`src/rtl/serial_sub_pkg.sv`:
```
// Shared state encoding and width helper for the bit-serial subtractor.
package serial_sub_pkg;

  typedef enum logic [1:0] {
    ST_IDLE  = 2'd0,
    ST_SHIFT = 2'd1,
    ST_DONE  = 2'd2
  } state_t;

  // Counter must hold values 0..WIDTH.
  function automatic int cnt_w(input int width);
    return $clog2(width + 1);
  endfunction

endpackage

```
`src/rtl/serial_subtractor_if.sv`:
```
// Operand/result handshake bundle for serial_subtractor.
// The ovf signal exists only when SERIAL_SUB_OVF_EN is defined.
interface serial_subtractor_if #(parameter int WIDTH = 8);

  logic             in_valid;
  logic             in_ready;
  logic [WIDTH-1:0] a;
  logic [WIDTH-1:0] b;
  logic             bin;
  logic             out_valid;
  logic             out_ready;
  logic [WIDTH-1:0] diff;
  logic             bout;
`ifdef SERIAL_SUB_OVF_EN
  logic             ovf;
`endif

  modport master (
    output in_valid, a, b, bin, out_ready,
`ifdef SERIAL_SUB_OVF_EN
    input  ovf,
`endif
    input  in_ready, out_valid, diff, bout
  );

  modport slave (
    input  in_valid, a, b, bin, out_ready,
`ifdef SERIAL_SUB_OVF_EN
    output ovf,
`endif
    output in_ready, out_valid, diff, bout
  );

endinterface

```
`src/rtl/serial_subtractor_full_sub_cell.sv`:
```
// 1-bit full subtractor: d = x - y - z, b = borrow out.
module full_sub_cell (
  input  logic x,
  input  logic y,
  input  logic z,
  output logic d,
  output logic b
);

  assign d = x ^ y ^ z;
  assign b = (~x & y) | (~x & z) | (y & z);

endmodule

```
`src/rtl/serial_subtractor.sv`:
```
// Bit-serial subtractor, LSB first, one bit per clock through full_sub_cell.
// Optional signed-overflow output enabled by defining SERIAL_SUB_OVF_EN.
module serial_subtractor
  import serial_sub_pkg::*;
#(
  parameter int WIDTH = 8
) (
  input  logic                clk,
  input  logic                rst,
  serial_subtractor_if.slave  bus
);

  localparam int CNT_W = cnt_w(WIDTH);

  state_t           state, state_nxt;
  logic [CNT_W-1:0] cnt;
  logic [WIDTH-1:0] a_sr;
  logic [WIDTH-1:0] b_sr;
  logic [WIDTH-1:0] diff_sr;
  logic [WIDTH-1:0] diff_q;
  logic             z;
  logic             bout_q;
  logic             d;
  logic             bo;
  logic             last;
  logic             in_ready;
  logic             out_valid;
`ifdef SERIAL_SUB_OVF_EN
  logic             ovf_q;
`endif

  full_sub_cell u_cell (
    .x (a_sr[0]),
    .y (b_sr[0]),
    .z (z),
    .d (d),
    .b (bo)
  );

  assign last = (cnt == CNT_W'(WIDTH - 1));

  always_ff @(posedge clk) begin
    if (rst) state <= ST_IDLE;
    else     state <= state_nxt;
  end

  always_comb begin
    state_nxt = state;
    in_ready  = 1'b0;
    out_valid = 1'b0;
    case (state)
      ST_IDLE: begin
        in_ready = 1'b1;
        if (bus.in_valid) state_nxt = ST_SHIFT;
      end
      ST_SHIFT: begin
        if (last) state_nxt = ST_DONE;
      end
      ST_DONE: begin
        out_valid = 1'b1;
        if (bus.out_ready) state_nxt = ST_IDLE;
      end
      default: state_nxt = ST_IDLE;
    endcase
  end

  // Results update only on the final shift edge so they hold through DONE and IDLE.
  always_ff @(posedge clk) begin
    if (rst) begin
      cnt     <= '0;
      a_sr    <= '0;
      b_sr    <= '0;
      diff_sr <= '0;
      diff_q  <= '0;
      z       <= 1'b0;
      bout_q  <= 1'b0;
`ifdef SERIAL_SUB_OVF_EN
      ovf_q   <= 1'b0;
`endif
    end else begin
      case (state)
        ST_IDLE: begin
          if (bus.in_valid) begin
            a_sr    <= bus.a;
            b_sr    <= bus.b;
            z       <= bus.bin;
            cnt     <= '0;
            diff_sr <= '0;
          end
        end
        ST_SHIFT: begin
          diff_sr <= {d, diff_sr[WIDTH-1:1]};
          a_sr    <= {1'b0, a_sr[WIDTH-1:1]};
          b_sr    <= {1'b0, b_sr[WIDTH-1:1]};
          z       <= bo;
          cnt     <= cnt + CNT_W'(1);
          if (last) begin
            diff_q <= {d, diff_sr[WIDTH-1:1]};
            bout_q <= bo;
`ifdef SERIAL_SUB_OVF_EN
            // Borrow into the MSB (z) differing from borrow out flags signed overflow.
            ovf_q  <= z ^ bo;
`endif
          end
        end
        default: ;
      endcase
    end
  end

  assign bus.in_ready  = in_ready;
  assign bus.out_valid = out_valid;
  assign bus.diff      = diff_q;
  assign bus.bout      = bout_q;
`ifdef SERIAL_SUB_OVF_EN
  assign bus.ovf       = ovf_q;
`endif

endmodule

```
`src/flat_wrapper.sv`:
```
// flat-port wrapper written by rule: the top's interface ports become plain ports
module serial_subtractor_flat import serial_sub_pkg::*;
#(
  parameter int WIDTH = 8
)
  (clk, rst, bus_in_valid, bus_a, bus_b, bus_bin, bus_out_ready, bus_in_ready, bus_out_valid, bus_diff, bus_bout);
  serial_subtractor_if #(.WIDTH(WIDTH)) bus_i ();
  input  logic clk;
  input  logic rst;
  input wire logic [$bits(bus_i.in_valid)-1:0] bus_in_valid;
  input wire logic [$bits(bus_i.a)-1:0] bus_a;
  input wire logic [$bits(bus_i.b)-1:0] bus_b;
  input wire logic [$bits(bus_i.bin)-1:0] bus_bin;
  input wire logic [$bits(bus_i.out_ready)-1:0] bus_out_ready;
  output wire logic [$bits(bus_i.in_ready)-1:0] bus_in_ready;
  output wire logic [$bits(bus_i.out_valid)-1:0] bus_out_valid;
  output wire logic [$bits(bus_i.diff)-1:0] bus_diff;
  output wire logic [$bits(bus_i.bout)-1:0] bus_bout;
  assign bus_i.in_valid = bus_in_valid;
  assign bus_i.a = bus_a;
  assign bus_i.b = bus_b;
  assign bus_i.bin = bus_bin;
  assign bus_i.out_ready = bus_out_ready;
  assign bus_in_ready = bus_i.in_ready;
  assign bus_out_valid = bus_i.out_valid;
  assign bus_diff = bus_i.diff;
  assign bus_bout = bus_i.bout;
  serial_subtractor #(.WIDTH(WIDTH)) u_core (.clk(clk), .rst(rst), .bus(bus_i));
endmodule
```
`config.mk`:
```
export PLATFORM = sky130hd
export DESIGN_NAME = serial_subtractor_flat
export DESIGN_NICKNAME = d
export VERILOG_FILES = /design/src/rtl/serial_sub_pkg.sv /design/src/rtl/serial_subtractor_if.sv /design/src/rtl/serial_subtractor_full_sub_cell.sv /design/src/rtl/serial_subtractor.sv /design/src/flat_wrapper.sv
export SDC_FILE = /design/constraint.sdc
export NUM_CORES = 1
export LEC_CHECK = 0
export ABC_CLOCK_PERIOD_IN_PS = 2600
export CAP_MARGIN = 0
export CORE_ASPECT_RATIO = 1.2
export CORE_MARGIN = 3
export CORE_UTILIZATION = 41
export DETAILED_ROUTE_END_ITERATION = 6
export GPL_ROUTABILITY_DRIVEN = 0
export MAX_ROUTING_LAYER = met4
export PLACE_DENSITY = 0.65
export SLEW_MARGIN = 0
export SYNTH_ARGS = -nofsm -noshare
export SYNTH_HDL_FRONTEND = slang
export SYNTH_SLANG_ARGS = --single-unit
```
`constraint.sdc`:
```
create_clock -name clk -period 2.6 [get_ports clk]
set_input_delay 0.52 -clock clk [delete_from_list [all_inputs] [get_ports clk]]
set_output_delay 0.52 -clock clk [all_outputs]
set_load 0.01 [all_outputs]
```
==> results of run 1 <==
-- worst max-delay path, stage by stage (launching register included) --
cell and delay, ns:
sky130_fd_sc_hd__dfxtp_1 0.55, sky130_fd_sc_hd__inv_2 0.23, sky130_fd_sc_hd__nor2_1 0.15, sky130_fd_sc_hd__clkdlybuf4s50_1 0.55
-- cells by family (layout without fill, tap and decap cells) --
group                    Yosys count  after routing  synth area share (%)
buffers and inverters             19             49                  5.28
adder cells (fa/ha/maj)            2              2                  1.91
multiplexers                       9              9                  5.36
AND/OR/NAND/NOR                   70             70                  19.7
flip-flops                        39             39                  45.8
AO/OA/AOI/OAI                     48             48                  22.0
-- per-layer routing --
| layer | wire, µm | vias up | track usage, % |
|---|---|---|---|
| li1 | - | 717 | - |
| met1 | 1470 | 673 | 18.6 |
| met2 | 1840 | 47 | 25.8 |
| met3 | 220 | 4 | 4.39 |
| met4 | 35 | 0 | 5.07 |
| met5 | 0 | - | - |
-- metrics by stage --
| stage | hold WS [ns] | worst slack [ns] | cell area (µm²) | instances | util (%) |
|---|---|---|---|---|---|
| 2_1_floorplan | 0.450 | 1.15 | 1710 | 187 | - |
| 3_3_place_gp | 0.457 | 0.498 | 2050 | 263 | 51.7 |
| 3_5_place_dp | 0.469 | 0.461 | 2050 | 263 | 51.7 |
| 4_1_cts | 0.479 | 0.301 | 2150 | 271 | 54.2 |
| 5_1_grt | 0.489 | 0.166 | 2150 | 271 | 54.2 |
| 6_report | 0.472 | 0.317 | 2150 | 271 | 54.2 |
-- state kept, by name, summed over array words and instances, names as in the netlist --
signal	flops
u_core.a_sr	8
u_core.b_sr	8
u_core.bus.diff	8
u_core.diff_sr	7
u_core.cnt	4
u_core.state	2
u_core.bus.bout	1
u_core.z	1
-- final cells by class --
cell class              instances  share of cell area (%)
repair buffers                 37                    16.5
multi-input cells             129                    38.8
flip-flops and latches         39                    36.3
well taps                      54                    3.14
inverters                       4                   0.697
clock buffers                   8                    4.65
-- how the worst min path moves through the flow --
stage,end,startpoint,slack (ns),cells after the start
floorplan,u_core.a_sr[7],u_core.a_sr[7],0.45,2
global placement,u_core.bus.diff[4],u_core.bus.diff[4],0.46,2
detailed placement,u_core.bus.diff[6],u_core.bus.diff[6],0.47,2
CTS,u_core.bus.diff[3],u_core.bus.diff[3],0.48,2
global route,u_core.bus.diff[4],u_core.bus.diff[4],0.49,2
finish,u_core.bus.diff[3],u_core.bus.diff[3],0.47,2
-- cells in the mapped netlist, drive strengths merged --
cell	count	area (µm²)
a211oi	15	113
a21oi	1	5.00
a221oi	1	8.76
a22o	1	8.76
a22oi	7	52.6
a2bb2oi	1	8.76
a31oi	1	6.26
a32oi	1	8.76
buf	7	45.0
clkbuf	8	30.0
dfxtp	39	781
fa	1	20.0
ha	1	12.5
inv	4	15.0
mux2	1	11.3
mux2i	8	80.1
nand2	6	22.5
nand2b	18	113
nand3	2	10.0
nor2	37	139
nor2b	2	12.5
nor3	2	10.0
nor3b	1	7.51
nor4b	1	15.0
o21ba	2	20.0
o21bai	1	11.3
o22ai	7	43.8
o2bb2ai	9	78.8
o32a	1	10.0
or3	1	6.26
-- where the power goes --
part,internal (mW),switching [mW],total [mW],leakage [nW]
sequential,0.626,0.0203,0.646,0.319
clock,0.242,0.192,0.434,0.0515
combinational,0.0790,0.0713,0.150,0.397
total,0.947,0.284,1.23,0.768
==> impl_metrics.ini, run 1 <==
[clock_tree]
postCtsHoldBufs = 0
tritoncts_clock_tree = done
clkSlewWorstSetupHoldPaths_ns = 0.07
clock_tree.root_cell = sky130_fd_sc_hd__clkbuf_8
worstSkewPairLatency_ns = 0.28
cts_buffer_count = 5
cts_max_level = 2
post_cts_setup_buffer_count = 0
cts_num_sinks = 39
cts_max_path_buffers = 2
cts_resized = 0

[pwr]
power_leakage_nw = 0.768
ir_drop_mv = 0.326
post-layout-total-power_mw = 1.23
power_per_cell_area_nw_per_um2 = 571

[run]
max-cap-violations = 0

[drt]
detail_route.wl_per_cell_um = 13.2
detail_route.vias_per_cell = 5.32
totalWireLength_um = 3570
ant_nets = 0
dr.first_iter.drc_count = 85
routed-via-count = 1441
drt_pass1_iterations = 4
drc = 0

[synth]
synth_sequential_area_ratio_pct = 45.8
synth_area_per_cell_um2 = 9.12
yosysWarningCount = 0
count_of_unique_library_cells_instantiated_by_yosys = 33
synthesis.instances = 187
netlist_area_um2 = 1710
synth-seq-cells = 39
syn-num-nets = 210

[layout]
diodes = 0
total_area_of_multi_input_combinational_cells_um2 = 835
syn_to_final_growth_pct = 26.3
final_nets = 239
regArea_um2 = 781
num-fill-cells = 375
layout_commonest_cell = sky130_fd_sc_hd__dfxtp_1
commonest_cells_after_routing_fill_and_taps_aside = 39 x sky130_fd_sc_hd__dfxtp_1, 37 x sky130_fd_sc_hd__nor2_1, 31 x sky130_fd_sc_hd__clkdlybuf4s50_1, 18 x sky130_fd_sc_hd__nand2b_1, 15 x sky130_fd_sc_hd__a211oi_1
drive_gt1_share_pct = 8.29

[critical_path]
cp.arrival_ns = 1.76
worst_setup_path_start_kind = flop
crit_end = bus_out_valid
worstPathMaxFanout = 17
r2r-end = u_core.bus.diff[7]
worstReg2RegStart = u_core.state[0]
crit_path_kind = reg -> out
timing.critical_path.required_ns = 2.08
setup.worst_path.start = u_core.state[1]
crit_end_category = output pin
r2r.worst_path.cells = 4
r2r_slack_ns = 0.91

[timing]
max_freq_mhz = 438
setup-tns-final_ns = 0
final-max-slew-violation-count = 0
timing.final.hold_violations = 0
setup_viol = 0
skew_ns = 0.00480
max_slew.worst_pin.slew_ns = 0.579
setup_repair_after_global_routing_missed_its_margin = false
max-slew-margin-rel_pct = 61.3
fin_crit_ns = 2.28
min_period_over_period_pct = 87.8

[grt]
wire_length_of_the_first_global_routing_pass_um = 6160
grt_max_degree = 27
overflow = 0
grt_antenna_before_repair = 0
grt_pass1_vias = 1354
global_route.usage.total_pct = 15.8

[floorplanning]
die_w_um = 64.9
io_pins = 32
core_area_um2 = 3970
floorplan_die_area_um2 = 4970
initial_core_util_pct = 42.9
floorplan.rows = 25
die_height_um = 76.7

[place]
port_buffers = 31
dpl.hpwl_um = 2550

[hold_path]
hold_class = reg -> reg

[outcome]
outcome = finished, final reports clean
Power figures use the tool's default switching activity.
==> run 2, diff against run 1 <==
--- a/config.mk
+++ b/config.mk
@@ -5,10 +5,8 @@
 export SDC_FILE = /design/constraint.sdc
 export NUM_CORES = 1
 export LEC_CHECK = 0
-export ABC_CLOCK_PERIOD_IN_PS = 2600
 export CAP_MARGIN = 0
 export CORE_ASPECT_RATIO = 1.2
-export CORE_MARGIN = 3
 export CORE_UTILIZATION = 41
 export DETAILED_ROUTE_END_ITERATION = 6
 export GPL_ROUTABILITY_DRIVEN = 0
==> constraint.sdc (replaced) <==
create_clock -name clk -period 2.4 [get_ports clk]
set_input_delay 0.48 -clock clk [delete_from_list [all_inputs] [get_ports clk]]
set_output_delay 0.48 -clock clk [all_outputs]
set_load 0.01 [all_outputs]
==> impl_metrics.ini, run 2 (synthesis gave the netlist of run 1 again) <==
[drt]
drt_pass1_iterations = 4
ant_nets = 0
dr.first_iter.drc_count = 37
detail_route.wl_per_cell_um = 13.1
drc = 0
totalWireLength_um = 3540
routed-via-count = 1432
detail_route.vias_per_cell = 5.30

[layout]
drive_gt1_share_pct = 7.41
num-fill-cells = 386
syn_to_final_growth_pct = 24.7
diodes = 0
fin_util_pct = 53.5
commonest_cells_after_routing_fill_and_taps_aside = 39 x sky130_fd_sc_hd__dfxtp_1, 37 x sky130_fd_sc_hd__nor2_1, 31 x sky130_fd_sc_hd__clkdlybuf4s50_1, 18 x sky130_fd_sc_hd__nand2b_1, 15 x sky130_fd_sc_hd__a211oi_1
total_area_of_multi_input_combinational_cells_um2 = 835
layout_commonest_cell = sky130_fd_sc_hd__dfxtp_1
regArea_um2 = 781
stdcell_count = 270
final_nets = 238

[pwr]
netSwitchingPower_mw = 0.313
power.share.switching_pct = 24.5
post-layout-total-power_mw = 1.28
power.sequential.fraction_pct = 54.7
power_frac_comb_pct = 12.5
internal_power_mw = 0.967
ir_drop_mv = 0.308
power_leakage_nw = 0.753
power_per_cell_area_nw_per_um2 = 602
clock_power_share_pct = 32.8

[timing]
min_period_over_period_pct = 93.0
skew_ns = 0.00780
max-slew-margin-rel_pct = 61.7
setup-tns-final_ns = 0
setup_repair_after_global_routing_missed_its_margin = false
timing.final.hold_violations = 0
final-max-slew-violation-count = 0
fin_crit_ns = 2.23
final.hold.worst_slack_ns = 0.471
max_slew.worst_pin.slew_ns = 0.574
max_freq_mhz = 448
setup_viol = 0

[clock_tree]
tritoncts_clock_tree = done
post_cts_setup_buffer_count = 0
clkSlewWorstSetupHoldPaths_ns = 0.07
cts_max_path_buffers = 2
cts_num_sinks = 39
worstSkewPairLatency_ns = 0.29
clock_tree.root_cell = sky130_fd_sc_hd__clkbuf_8
cts_buffer_count = 5
postCtsHoldBufs = 0
cts_resized = 0
cts_max_level = 2

[place]
placed_cells = 262
port_buffers = 31
dpl.hpwl_um = 2470

[grt]
wire_length_of_the_first_global_routing_pass_um = 5910
overflow = 0
grt_pass1_vias = 1389
grt_antenna_before_repair = 0
grt_max_degree = 28
global_route.usage.total_pct = 18.3

[critical_path]
worst_setup_path_start_kind = flop
crit_end_category = output pin
critical_path.n_buffers_inverters = 2
worstPathMaxFanout = 17
path_delay_family = buffers and inverters
crit_path_kind = reg -> out
largest_stage_delay_on_the_critical_path_ns = 0.55
worst_path_max_delay_cell = sky130_fd_sc_hd__clkdlybuf4s50_1
r2r_slack_ns = 0.49
timing.critical_path.required_ns = 1.92
crit_chain = inv_2 -> nor2_1 -> clkdlybuf4s50_1
cp.arrival_ns = 1.75

[floorplanning]
die_height_um = 72.7
core_area_um2 = 3970
floorplan.rows = 25
initial_core_util_pct = 42.9
floorplan_die_area_um2 = 4420
io_pins = 32
die_w_um = 60.9

[run]
max-cap-violations = 0

[outcome]
outcome = finished, final reports clean

[hold_path]
hold_class = reg -> reg
-- run 2: cell count changes in the layout (fill, tap and decap cells not counted), sizes merged --
cell    previous run  this run
buf                6         5
clkinv             0         1
clkbuf             8         7
-- run 2: layer usage --
layer,up-vias,share of wire (%),global-route usage [%]
met5,-,0,-
li1,716,-,-
met4,0,1.6,7.32
met2,34,51,30.5
met1,675,44,20.8
met3,7,3.9,4.26
-- run 2: through the flow --
stage	setup WS [ns]	instance area, µm²
3_5_place_dp	0.492	2050
5_1_grt	0.0558	2130
4_1_cts	0.156	2130
2_1_floorplan	0.991	1710
3_3_place_gp	0.515	2050
6_report	0.169	2130
-- run 2: final cells by class --
| cell class | instances | area share, % |
|---|---|---|
| clock buffer | 7 | 3.59 |
| timing repair buffer | 36 | 16.4 |
| inverter | 4 | 0.706 |
| sequential | 39 | 36.7 |
| multi-input combinational | 129 | 39.2 |
| tap | 54 | 3.18 |
| clock inverter | 1 | 0.235 |
-- run 2: power by group through the flow --
stage	combinational [mW]	clock, mW	sequential, mW
5_1_grt	0.177	0.463	0.704
3_3_place_gp	0.158	0	0.714
3_5_place_dp	0.160	0	0.714
2_1_floorplan	0.110	0	0.706
6_report	0.160	0.420	0.701
4_1_cts	0.160	0.440	0.700
-- run 2: path summary, 6_finish.rpt --
check                                   startpoint                  to  cells past startpoint
worst min-delay path            u_core.bus.diff[3]  u_core.bus.diff[3]                      2
worst min register to register  u_core.bus.diff[3]  u_core.bus.diff[3]                      2
worst max-delay path               u_core.state[1]       bus_out_valid                      3
worst max register to register     u_core.state[0]  u_core.bus.diff[2]                      4
-- run 2: worst min-delay path, stage by stage, from the launching register on --
cell and delay, ns:
sky130_fd_sc_hd__dfxtp_1 0.31, sky130_fd_sc_hd__nand2b_1 0.06, sky130_fd_sc_hd__mux2i_1 0.06
==> run 3, diff against run 2 <==
--- a/config.mk
+++ b/config.mk
@@ -5,6 +5,7 @@
 export SDC_FILE = /design/constraint.sdc
 export NUM_CORES = 1
 export LEC_CHECK = 0
+export ABC_AREA = 1
 export CAP_MARGIN = 0
 export CORE_ASPECT_RATIO = 1.2
 export CORE_UTILIZATION = 41
==> impl_metrics.ini, run 3 <==
[floorplanning]
die_w_um = 61.5
io_pins = 32
floorplan.rows = 25
floorplan_die_area_um2 = 4510
initial_core_util_pct = 43.5
core_area_um2 = 4000
die_height_um = 73.4

[timing]
fin_crit_ns = 1.97
setup_viol = 0
max-slew-margin-rel_pct = 51.0
final-max-slew-violation-count = 0
max_slew.worst_pin.slew_ns = 0.733
setup-tns-final_ns = 0
timing.final.hold_violations = 0
skew_ns = 0.00591
min_period_over_period_pct = 81.9
setup_repair_after_global_routing_missed_its_margin = false
max_freq_mhz = 509

[synth]
synth_sequential_area_ratio_pct = 44.9
dominantRegCellSynth = sky130_fd_sc_hd__dfxtp_1
synth_top_family_by_area = simple AND/OR/NAND/NOR gates
synth_top_area_cell = sky130_fd_sc_hd__dfxtp_1
post_synth_most_frequent_cells = 68 x sky130_fd_sc_hd__nand2_1, 59 x sky130_fd_sc_hd__nor2_1, 39 x sky130_fd_sc_hd__dfxtp_1
synth_largest_type_area_fraction_pct = 44.9
synth_xor_area_share_pct = 0
synth-seq-cells = 39
count_of_unique_library_cells_instantiated_by_yosys = 22
synth-async-reset-ratio_pct = 0
synth_area_in_adders_pct = 1.87
netlist_area_um2 = 1740
synth_compound_area_share_pct = 5.03
synth.area.top_cells = sky130_fd_sc_hd__dfxtp_1 45%, sky130_fd_sc_hd__nand2_1 15%, sky130_fd_sc_hd__nor2_1 13%
yosysWarningCount = 0
syn-num-nets = 278
synth_simple_gate_area_share_pct = 40.4
synth_mux_area_share_pct = 0
synth.most_common_cell = sky130_fd_sc_hd__nand2_1
synth_area_per_cell_um2 = 6.83
synthesis.instances = 255
synth_edf_count = 0

[critical_path]
cp.arrival_ns = 1.49
r2r-end = u_core.cnt[3]
setup.worst_path.start = u_core.state[1]
worstReg2RegStart = u_core.state[0]
crit_path_kind = reg -> out
worstPathMaxFanout = 5
timing.critical_path.required_ns = 1.92
r2r.worst_path.cells = 6
worst_setup_path_start_kind = flop
crit_end_category = output pin
r2r_slack_ns = 0.84

[hold_path]
worst_hold_startpoint = u_core.b_sr[7]
hold_class = reg -> reg
worst_hold_path.num_cells = 2
hold_path_end = u_core.b_sr[7]

[drt]
routed-via-count = 1589
detail_route.wl_per_cell_um = 10.8
drc = 0
detail_route.vias_per_cell = 4.66
drt_pass1_iterations = 4
dr.first_iter.drc_count = 55
totalWireLength_um = 3680
ant_nets = 0

[clock_tree]
postCtsHoldBufs = 0
post_cts_setup_buffer_count = 0
tritoncts_clock_tree = done
cts_resized = 0
worstSkewPairLatency_ns = 0.29
cts_max_path_buffers = 2
cts_max_level = 2
cts_buffer_count = 5
clkSlewWorstSetupHoldPaths_ns = 0.08
cts_num_sinks = 39
clock_tree.root_cell = sky130_fd_sc_hd__clkbuf_8

[grt]
grt_pass1_vias = 1456
grt_antenna_before_repair = 0
grt_max_degree = 36
global_route.usage.total_pct = 19.8
overflow = 0
wire_length_of_the_first_global_routing_pass_um = 6450

[layout]
num-fill-cells = 431
drive_gt1_share_pct = 6.62
commonest_cells_after_routing_fill_and_taps_aside = 68 x sky130_fd_sc_hd__nand2_1, 59 x sky130_fd_sc_hd__nor2_1, 39 x sky130_fd_sc_hd__dfxtp_1, 31 x sky130_fd_sc_hd__clkdlybuf4s50_1, 25 x sky130_fd_sc_hd__nand3_1
layout_commonest_cell = sky130_fd_sc_hd__nand2_1
diodes = 0
final_nets = 309
syn_to_final_growth_pct = 26.7
fin_util_pct = 55.1

[outcome]
outcome = finished, final reports clean

[pwr]
power_per_cell_area_nw_per_um2 = 644
power_leakage_nw = 0.909
ir_drop_mv = 0.294

[place]
port_buffers = 31
dpl.hpwl_um = 2420

[run]
max-cap-violations = 0
==> run 3: worst max-delay path: stages, from the launching register on <==
cell and delay (ns):
sky130_fd_sc_hd__dfxtp_1 0.43, sky130_fd_sc_hd__inv_2 0.09, sky130_fd_sc_hd__nor2_1 0.11, sky130_fd_sc_hd__clkdlybuf4s50_1 0.56
==> run 3: cell families after synthesis <==
family / after synthesis
AND/OR/NAND/NOR: 166
flip-flops: 39
buffers and inverters: 31
AO/OA/AOI/OAI: 17
adder cells (fa/ha/maj): 2
==> run 3: cell type report <==
cell class	instances	area, µm²	share of cell area, %
flip-flops and latches	39	781	35.4
multi-input cells	185	823	37.3
well taps	54	67.6	3.06
clock buffers	6	82.6	3.75
clock inverters	2	35.0	1.59
repair buffers	35	340	15.4
inverters	20	75.1	3.41
==> run 3: report_power, final <==
part	leakage (nW)	internal (mW)	switching [mW]
registers	0.317	0.670	0.0155
clock network	0.0612	0.336	0.231
logic	0.530	0.0737	0.0931
==> run 3: how the worst max path moves through the flow <==
stage	to	depth (start not counted)
after floorplan	bus_in_ready	2
after global placement	u_core.b_sr[2]	6
after detailed placement	u_core.a_sr[6]	6
after CTS	bus_out_valid	3
after global routing	bus_out_valid	3
final	bus_out_valid	3
==> run 3: per-stage QoR <==
| stage | power [mW] | instances | hold slack (ns) | worst slack, ns | area (µm²) |
|---|---|---|---|---|---|
| 5_1_grt | 1.49 | 341 | 0.494 | 0.362 | 2200 |
| 6_report | 1.42 | 341 | 0.475 | 0.434 | 2200 |
| 3_5_place_dp | 0.869 | 333 | 0.455 | 0.584 | 2090 |
| 2_1_floorplan | 0.805 | 255 | 0.434 | 1.11 | 1740 |
| 4_1_cts | 1.43 | 341 | 0.474 | 0.426 | 2200 |
| 3_3_place_gp | 0.867 | 333 | 0.446 | 0.621 | 2090 |
==> run 3: layer usage <==
layer,GRT usage (%),vias up,wire length (µm)
li1,-,856,-
met1,23.9,687,1680
met2,32.4,39,1770
met3,4.23,7,172
met4,6.67,0,55
met5,-,-,0
==> RTL edit 1, RTL diff (settings of run 2) <==
`WIDTH` is set to 8 in 3 places; all go to 9.
--- a/src/rtl/serial_subtractor_if.sv
+++ b/src/rtl/serial_subtractor_if.sv
@@ -1,5 +1,5 @@
 // Operand/result handshake bundle for serial_subtractor.
 // The ovf signal exists only when SERIAL_SUB_OVF_EN is defined.
-interface serial_subtractor_if #(parameter int WIDTH = 8);
+interface serial_subtractor_if #(parameter int WIDTH = 9);
 
   logic             in_valid;
--- a/src/rtl/serial_subtractor.sv
+++ b/src/rtl/serial_subtractor.sv
@@ -4,5 +4,5 @@
   import serial_sub_pkg::*;
 #(
-  parameter int WIDTH = 8
+  parameter int WIDTH = 9
 ) (
   input  logic                clk,
--- a/src/flat_wrapper.sv
+++ b/src/flat_wrapper.sv
@@ -2,5 +2,5 @@
 module serial_subtractor_flat import serial_sub_pkg::*;
 #(
-  parameter int WIDTH = 8
+  parameter int WIDTH = 9
 )
   (clk, rst, bus_in_valid, bus_a, bus_b, bus_bin, bus_out_ready, bus_in_ready, bus_out_valid, bus_diff, bus_bout);
Interface: changed (resized bus_a, bus_b and bus_diff); port bits go from 32 to 35. The function was not compared with the original's and may differ.
==> RTL edit 1 against run 2 <==
Via count increased by 11%; area after synthesis increased by 10%; clock skew increased by 0.0018 ns; setup slack improved by 0.21 ns; worst hold slack got worse by 0.010 ns; wire length increased by 16%; final area increased by 8.4%; total power increased by 9.8%; sequential cell count increased by 4; sequential share of layout area increased by 0.64 points; sequential power increased by 9.8%; register-to-register slack improved by 0.03 ns; combinational power increased by 10%; critical endpoint is now bus_in_ready.
==> RTL edit 1: results (changes against run 2) <==
GRT Total Usage 0.191 (was 0.183); Starting DRT DRC Count 109 (was 37); Initial DRT Pass Iterations 4 (unchanged); first-pass GRT wire length 7.08 mm (was 5.91 mm); layout cells sized above 1 0.0844 (was 0.0741); R2R Setup Slk 0.52 ns (was 0.49 ns); adder-cell share of the synthesized area 0.0240 (was 0.0191); Routed WL 4.09 mm (was 3.54 mm); largest net degree at the start of global routing 30 (was 28); Worst path max stage delay 0.57 ns (was 0.55 ns); Mapped Nets 235 (was 210); Layout fillers 411 (was 386); Commonest cells post-synth 43 x dfxtp_1, 32 x nor2_1, 19 x a21oi_1 (was 39 x dfxtp_1, 37 x nor2_1, 18 x nand2b_1); Seq/Total Area, Yosys 0.458 (about the same); diodes inserted 0 (unchanged); IO Port Bufs 34 (was 31); status completed (unchanged); peak supply drop 0.396 mV (was 0.308 mV); final net count 262 (was 238); Avg Inst Size Synth 8.99 sq um (was 9.12 sq um); origin of the worst setup path u_core.state[0] (was u_core.state[1]); multiplexer share of the synthesized area 0 (was 0.0536); Routed WL per cell 14.0 microns (was 13.1 microns); top post-synthesis cells by area dfxtp_1 46%, nor2_1 6.4%, o2bb2ai_1 6.1% (was dfxtp_1 46%, nor2_1 8.1%, a211oi_1 6.6%); Clock Skews 0.00955 ns (was 0.00780 ns); reg2reg end u_core.b_sr[6] (was u_core.bus.diff[2]); clk_lat worst skew 0.30 ns; clock tree buffer depth 2 (unchanged); Num CTS Buffers 5 (unchanged); Critical Path AT 1.54 ns (was 1.75 ns); crit path capture bus_in_ready (was bus_out_valid); Critical Path Slowest Stage Cell clkdlybuf4s50_1 (unchanged); clk slew on worst S/H paths 0.09 ns (was 0.07 ns); Compound-Gate Fraction of Synth Area 0.296 (was 0.220); Vias 1,594 (was 1,432); count of different cell masters after synthesis 38 (was 33); max_slew headroom 0.510 (was 0.617); cell total after placement 285 (was 262); P_leak 0.818 nW (was 0.753 nW); dpl hpwl 2.63 mm (was 2.47 mm); CP Max Fanout 13 (was 17)
==> RTL edit 1: per-layer routing <==
metal | vias up | part of all wire | GRT usage
li1 | 800 | - | -
met5 | - | 0 | -
met2 | 39 | 0.47 | 0.296
met3 | 5 | 0.031 | 0.0359
met4 | 0 | 0.012 | 0.0886
met1 | 750 | 0.49 | 0.239
==> RTL edit 1: worst min path at each step <==
| stage | startpoint | endpoint | slack, ns | depth (start not counted) |
|---|---|---|---|---|
| after floorplan | u_core.diff_sr[1] | u_core.bus.diff[0] | 0.45 | 2 |
| after global placement | u_core.bus.diff[0] | u_core.bus.diff[0] | 0.45 | 2 |
| after detailed placement | u_core.bus.diff[0] | u_core.bus.diff[0] | 0.45 | 2 |
| after CTS | u_core.bus.diff[0] | u_core.bus.diff[0] | 0.47 | 2 |
| after global routing | u_core.bus.diff[0] | u_core.bus.diff[0] | 0.49 | 2 |
| final | u_core.bus.diff[0] | u_core.bus.diff[0] | 0.46 | 2 |
==> RTL edit 1: where the power goes <==
group          internal, mW  switching (mW)
combinational        0.0880          0.0875
clock                 0.202           0.258
sequential            0.746          0.0233
==> RTL edit 1: worst reg2reg max path: cells and delay by family, from the launching register on <==
kind            cells  cell delay, ns
buf+inv             2            0.71
flops               1            0.63
compound gates      2            0.42
==> RTL edit 1: stage by stage <==
step / total power [mW] / setup slack [ns] / cell area [sq um] / util
finish: 1.41 / 0.384 / 2300 / 0.533
global route: 1.48 / 0.317 / 2300 / 0.533
CTS: 1.42 / 0.381 / 2300 / 0.533
detailed placement: 0.961 / 0.459 / 2220 / 0.512
global placement: 0.959 / 0.522 / 2220 / 0.512
floorplan: 0.897 / 0.930 / 1880 / -
==> RTL edit 1: logic make-up (layout without fill, tap and decap cells) <==
logic type / after synthesis / in the layout
buffers and inverters: 25 / 53
flip-flops: 43 / 43
AND/OR/NAND/NOR: 59 / 59
AO/OA/AOI/OAI: 79 / 79
adder cells (fa/ha/maj): 3 / 3
==> RTL edit 1: layout make-up <==
cell class | count | share of cell area
well taps | 56 | 0.0304
flip-flops and latches | 43 | 0.374
multi-input cells | 141 | 0.384
repair buffers | 39 | 0.164
inverters | 6 | 0.00977
clock inverters | 3 | 0.00869
clock buffers | 5 | 0.0299
==> RTL edit 2, RTL diff (settings of run 2) <==
Made on the original files. Encoding of `state_t`: now one-hot (3 bits for 3 states).
--- a/src/rtl/serial_sub_pkg.sv
+++ b/src/rtl/serial_sub_pkg.sv
@@ -2,8 +2,8 @@
 package serial_sub_pkg;
 
-  typedef enum logic [1:0] {
-    ST_IDLE  = 2'd0,
-    ST_SHIFT = 2'd1,
-    ST_DONE  = 2'd2
+  typedef enum logic [2:0] {
+    ST_IDLE  = 3'b001,
+    ST_SHIFT = 3'b010,
+    ST_DONE  = 3'b100
   } state_t;
 
Check against the original RTL: no difference found for any inputs over 10 cycles, from zero or initial values and one cycle with rst high; not proved beyond that.
==> RTL edit 2 against run 2 <==
Via count up 8.0%; final area is 0.59% lower; sequential cell count up 1; area after synthesis shrank 0.51%; setup slack better by 0.050 ns; wire length increased by 8.7%; first-iteration DRC count grew to 2.6 times the old value; total power grew 0.71%; largest power group unchanged.
==> RTL edit 2: results (changes against run 2) <==
Seq/Total Area, Yosys 0.472 (was 0.458); P_leak 0.684 nW (was 0.753 nW); layout cells sized above 1 0.0682 (was 0.0741); DP Area 2040 sq um (was 2050 sq um); Place WS 0.493 ns (was 0.492 ns); dpl hpwl 2.60 mm (was 2.47 mm); Routed WL per cell 14.0 microns (was 13.1 microns); cts hold-fix bufs 0 (unchanged); drt via density 5.65 (was 5.30); Starting DRT DRC Count 95 (was 37); Period minus WS final 2.18 ns (was 2.23 ns); CP Max Fanout 9 (was 17); worst-margin pin slew 0.598 ns (was 0.574 ns); largest net degree at the start of global routing 41 (was 28); Routed WL 3.84 mm (was 3.54 mm); final net count 243 (was 238); met2 WL 1.88 mm (was 1.80 mm); met1 GRT Util 0.235 (was 0.208); cell total after placement 267 (was 262); Mapped Nets 218 (was 210); WL met3 156 microns (was 138 microns); met2 usage 0.322 (was 0.305); M1 wire length 1.73 mm (was 1.54 mm); Clock Skews 0.00751 ns (was 0.00780 ns); Layout fillers 402 (was 386); first-pass GRT wire length 6.40 mm (was 5.91 mm); GRT Total Usage 0.199 (was 0.183); status completed (unchanged); Cells after Synth 195 (was 187); met3 usage 0.0374 (was 0.0426); Fin Hold WS 0.475 ns (was 0.471 ns); top post-synthesis cells by area dfxtp_1 47%, a211oi_1 7.1%, nand3_1 6.8% (was dfxtp_1 46%, nor2_1 8.1%, a211oi_1 6.6%); vias in the first global route 1,429 (was 1,389); Area Growth Syn to Fin 24.6% (was 24.7%); Worst Reg-to-Reg Cells 3 (was 4)
-- RTL edit 2: final cells by class --
cell class | instances | share of cell area
inverter | 3 | 0.00533
timing repair buffer | 37 | 0.168
clock buffer | 6 | 0.0343
tap | 54 | 0.0320
multi-input combinational | 133 | 0.379
clock inverter | 1 | 0.00237
sequential | 40 | 0.379
-- RTL edit 2: final timing paths --
kind / start / end / slack (ns)
max reg2reg: u_core.state[1] / u_core.cnt[3] / 0.69
max: u_core.state[0] / bus_in_ready / 0.22
min reg2reg: u_core.diff_sr[4] / u_core.diff_sr[3] / 0.48
min: u_core.diff_sr[4] / u_core.diff_sr[3] / 0.48
-- RTL edit 2: critical path, stage by stage, from the launching register on --
cell and delay, ns:
dfxtp_1 0.51, nor3b_1 0.32, clkdlybuf4s50_1 0.59
-- RTL edit 2: logic make-up after synthesis --
logic type,Yosys count,share of synthesized area
compound gates,65,0.234
fa+ha+maj,2,0.0192
buf+inv,22,0.0590
flops,40,0.472
simple gates,66,0.216
